[config.mk]
export PLATFORM = sky130hd
export DESIGN_NAME = nrisc_mc_control
export DESIGN_NICKNAME = d
export VERILOG_FILES = /design/src/rtl/nrisc_mc_control.sv
export SDC_FILE = /design/constraint.sdc
export NUM_CORES = 1
export LEC_CHECK = 0
export ABC_AREA = 1
export CAP_MARGIN = 20
export CORE_UTILIZATION = 30
export CTS_BUF_LIST = sky130_fd_sc_hd__clkbuf_4 sky130_fd_sc_hd__clkbuf_8 sky130_fd_sc_hd__clkbuf_16
export DETAILED_ROUTE_END_ITERATION = 7
export RECOVER_POWER = 100
export SYNTH_ARGS = -nofsm -noshare
export SYNTH_HDL_FRONTEND = slang
export SYNTH_SLANG_ARGS = --single-unit
[constraint.sdc]
create_clock -name clock -period 1.3 [get_ports clock]
set_clock_uncertainty 0.2 [all_clocks]
set_input_delay 0.13 -clock clock [delete_from_list [all_inputs] [get_ports clock]]
set_output_delay 0.13 -clock clock [all_outputs]
set_load 0.03 [all_outputs]
[src/rtl/nrisc_mc_control.sv]
// rtl/nrisc_mc_control.sv - multicycle control FSM for the nRISC 8-bit datapath
// Sequences FETCH/DECODE/EXEC/MEM/WB and traps a stalled memory into HALT.
module nrisc_mc_control #(
  parameter int TIMEOUT = 8,
  parameter int CNT_W   = 4
) (
  input  logic       clock,
  input  logic       reset,
  input  logic [2:0] opcode,
  input  logic       zero,
  input  logic       mem_ready,
  output logic       mem_read,
  output logic       mem_write,
  output logic       ir_write,
  output logic       pc_write,
  output logic       pc_branch,
  output logic [1:0] alu_op,
  output logic       alu_src_b,
  output logic       reg_write,
  output logic [1:0] sel_reg,
  output logic [2:0] estado,
  output logic       halted,
  output logic       erro
);

  typedef enum logic [2:0] {
    S_FETCH  = 3'd0,
    S_DECODE = 3'd1,
    S_EXEC   = 3'd2,
    S_MEM    = 3'd3,
    S_WB     = 3'd4,
    S_HALT   = 3'd5
  } state_t;

  localparam logic [2:0] OP_ADD  = 3'b000;
  localparam logic [2:0] OP_SUB  = 3'b001;
  localparam logic [2:0] OP_AND  = 3'b010;
  localparam logic [2:0] OP_LW   = 3'b011;
  localparam logic [2:0] OP_SW   = 3'b100;
  localparam logic [2:0] OP_LI   = 3'b101;
  localparam logic [2:0] OP_BEQ  = 3'b110;
  localparam logic [2:0] OP_HALT = 3'b111;

  localparam logic [CNT_W-1:0] CNT_LAST = CNT_W'(TIMEOUT - 1);

  state_t           state_q, state_d;
  logic [CNT_W-1:0] cnt_q, cnt_d;
  logic             erro_q, erro_d;

  always_ff @(posedge clock) begin
    if (reset) begin
      state_q <= S_FETCH;
      cnt_q   <= '0;
      erro_q  <= 1'b0;
    end else begin
      state_q <= state_d;
      cnt_q   <= cnt_d;
      erro_q  <= erro_d;
    end
  end

  always_comb begin
    state_d   = state_q;
    cnt_d     = '0;
    erro_d    = erro_q;
    mem_read  = 1'b0;
    mem_write = 1'b0;
    ir_write  = 1'b0;
    pc_write  = 1'b0;
    pc_branch = 1'b0;
    alu_op    = 2'b00;
    alu_src_b = 1'b0;
    reg_write = 1'b0;
    sel_reg   = 2'b00;

    case (state_q)
      S_FETCH: begin
        mem_read = 1'b1;
        if (mem_ready) begin
          ir_write = 1'b1;
          pc_write = 1'b1;
          state_d  = S_DECODE;
        end else if (cnt_q == CNT_LAST) begin
          state_d = S_HALT;
          erro_d  = 1'b1;
        end else begin
          cnt_d = cnt_q + 1'b1;
        end
      end
      S_DECODE: begin
        case (opcode)
          OP_HALT: state_d = S_HALT;
          OP_LI:   state_d = S_WB;
          default: state_d = S_EXEC;
        endcase
      end
      S_EXEC: begin
        case (opcode)
          OP_ADD, OP_SUB, OP_AND: begin
            alu_op  = opcode[1:0];
            state_d = S_WB;
          end
          OP_LW, OP_SW: begin
            alu_src_b = 1'b1;
            state_d   = S_MEM;
          end
          OP_BEQ: begin
            alu_op = 2'b01;
            if (zero) begin
              pc_write  = 1'b1;
              pc_branch = 1'b1;
            end
            state_d = S_FETCH;
          end
          default: state_d = S_FETCH;
        endcase
      end
      S_MEM: begin
        // Only LW and SW reach MEM, so a non-store is treated as a load.
        if (opcode == OP_SW) mem_write = 1'b1;
        else                 mem_read  = 1'b1;
        if (mem_ready) begin
          state_d = (opcode == OP_SW) ? S_FETCH : S_WB;
        end else if (cnt_q == CNT_LAST) begin
          state_d = S_HALT;
          erro_d  = 1'b1;
        end else begin
          cnt_d = cnt_q + 1'b1;
        end
      end
      S_WB: begin
        reg_write = 1'b1;
        case (opcode)
          OP_LW: sel_reg = 2'b01;
          OP_LI: begin
            sel_reg   = 2'b10;
            alu_src_b = 1'b1;
          end
          default: sel_reg = 2'b00;
        endcase
        state_d = S_FETCH;
      end
      S_HALT:  state_d = S_HALT;
      default: state_d = S_FETCH;
    endcase
  end

  assign estado = state_q;
  assign halted = (state_q == S_HALT);
  assign erro   = erro_q;

endmodule

==> flow_summary.yaml <==
run_status:
  run_status: "finished with violations"
  violations: "negative setup slack"
synth:
  synthTopCellsByArea: "dfxtp_1 (28%), nand2_1 (12%), nor2_1 (12%)"
  synth_edf_count: 0
  synth_warnings: 0
  synth-main-ff-cell: "dfxtp_1"
  ys_types: 22
  syn_avg_cell_area_um2: 6.23
  synth_top_area_share_pct: 28.3
  netlist_area_um2: 567
  async_flop_share_pct: 0
  yosysSeqAreaShare_pct: 28.3
  ys_top_cells_by_count: "nand2_1 (18), nor2_1 (18), inv_1 (11), dfxtp_1 (8), nand3_1 (8)"
  syn_nets: 99
  synth.ff_latch_count: 8
  synth_top_area_cell: "dfxtp_1"
  postSynthCellCount: 91
floorplan:
  die_area_um2: 2070
  die_x_um: 45.5
  initial_core_util_pct: 32.5
  core_area_um2: 1750
  num_rows: 15
  die_y_um: 45.5
  io_pins: 23
clocking:
  clock-sinks: 8
  clkLatencyLatePin_ps: 260
  numCtsBuffers: 3
  cts-root-buf: "clkbuf_4"
  cts_tree: "yes"
  cts_max_level: 1
  clk_path_buf_depth: 2
  path_clk_slew_ps: 60
sta:
  slew_headroom_pct: 82.9
  tns_ps: -3070
  tightestPinTransition_ps: 255
  min_period_over_period_pct: 121
  whs_ps: 255
  hold_violations: 0
  setup_ws_ps: -267
  rsz0062_at_grt: "true"
  max_clock_freq_mhz: 638
  fin_crit_ps: 1570
  setup_viol: 19
  drv_slew: 0
placed_design:
  place.gp.congestion: 0.803
  placedCellCount: 153
  numPortBuffers: 22
  place_area_um2: 1010
  dp_hpwl_mm: 1.36
route:
  first_pass_iters: 4
  vias: 738
  wl_mm: 1.91
  viasPerCell: 4.42
  drt_iter0_markers: 8
  wl_per_cell_um: 11.4
  final_antenna_net_count: 0
  drc_errors: 0
critical_path:
  cp_data_required_time_ps: 970
  critPathKind: "reg2out"
  critical_path_peak_fanout: 4
  worst_setup_path_start_kind: "register"
  arrival_ps: 1240
  r2r_cells: 7
  endpoint_kind: "output port"
layout:
  fin_nets: 151
  stdcell_count: 167
  fin_area_um2: 1260
  drive_gt1_share_pct: 59.2
  area_growth_pct: 122
  diodes: 0
power_and_ir_drop:
  internal_power_w: 0.000539
  powerDensity_nw_per_um2: 658
  ir_worst_vdd_v: 0.000475
  combPwrFrac_pct: 39.5
  p_switching_w: 0.000288
  p_clk_share_pct: 27.6
  seqPwrFrac_pct: 33.0
  leakagePower_nw: 0.574
  switching_share_pct: 34.8
grt:
  antenna_found_initial: 0
  grtUsageTotal_pct: 19.3
  overflow: 0
  grt_pass1_vias: 692
  grt_pass1_wl_mm: 2.87
  grt_max_degree: 8
hold_path:
  hold_path_depth: 2
  hp-class: "reg2reg"
run:
  maxCapViolCount: 0
## registers in the layout (all words and copies together), names as in the netlist
name / count
estado: 3
erro: 1
cnt_q: 4
## cells in the final DEF, fill, tap and decap left out, types with 2 or more instances in the layout
cell / count
inv_6: 2
nor3_4: 2
nand4_1: 2
inv_4: 2
nand3_1: 5
nor2_1: 14
dfxtp_4: 3
nand3_4: 3
dfxtp_1: 5
a21oi_1: 3
nor2_4: 4
nand2_1: 11
nand2_2: 6
inv_2: 3
clkbuf_4: 4
inv_1: 7
clkdlybuf4s50_1: 3
dlygate4sd2_1: 3
buf_4: 22
nand3_2: 4
buf_6: 19
## worst paths after layout
kind / from / endpoint / slack [ps]
hold reg to reg: erro$_SDFFE_PP0P_ / erro$_SDFFE_PP0P_ / 260
setup / recovery: estado[1]$_SDFF_PP0_ / mem_read / -270
hold / removal: erro$_SDFFE_PP0P_ / erro$_SDFFE_PP0P_ / 260
setup reg to reg: estado[1]$_SDFF_PP0_ / estado[2]$_SDFF_PP0_ / -150
## area by class of cell
cell class,count,area (µm²)
Fill cell,139,489
Sequential cell,8,171
Inverter,15,76.3
Tap cell,25,31.3
Timing Repair Buffer,49,460
Multi-Input combinational cell,66,487
Clock buffer,4,30.0
## through the flow
step           setup slack [ps]  utilization [%]  total power, W
2_1_floorplan             -45.8                -        0.000425
3_3_place_gp               -400             57.9        0.000535
3_5_place_dp               -428             57.9        0.000537
4_1_cts                    -278             67.4        0.000810
5_1_grt                    -329             72.0        0.000870
6_report                   -267             72.0        0.000827
## cell families after synthesis
logic type                 Yosys count  share of synthesized area (%)
and+or+nand+nor                     55                           46.1
buffers and inverters               17                           12.1
AOI/OAI and AO/OA                    8                           8.17
DFF                                  8                           28.3
xor gates and xnor gates             2                           3.09
adders and majority gates            1                           2.21
## power groups by stage
stage | combinational (W) | sequential [W] | clock [W]
after CTS | 0.000306 | 0.000269 | 0.000235
final | 0.000326 | 0.000273 | 0.000228
after floorplan | 0.000140 | 0.000285 | 0
after global placement | 0.000262 | 0.000273 | 0
after detailed placement | 0.000265 | 0.000273 | 0
after global routing | 0.000349 | 0.000273 | 0.000248
## worst max-delay path: stages (launching register included)
cell	delay [ps]
dfxtp_4	410
buf_6	110
nand2_2	50
nor2_2	130
nand2_1	70
nand2_2	70
buf_6	130
## what timing repair did
| action | CTS | global route |
|---|---|---|
| pin swaps | 7 | 6 |
| hold buffers | 0 | 0 |
| endpoints found under the setup margin | 19 | 21 |
| cloned | 0 | 0 |
| setup buffers | 5 | 6 |
| gates resized for setup | 31 | 15 |
## layer usage
layer  routed length (µm)  GRT usage (%)  vias to the layer above  part of all wire (%)
met1                  836           23.5                      334                    44
met2                 1030           34.0                        9                    54
met3                   37           4.76                        0                   1.9
met4                    0           3.64                        0                     0
met5                    0              0                        -                     0
li1                     -              -                      395                     -
Power figures use the tool's default switching activity.
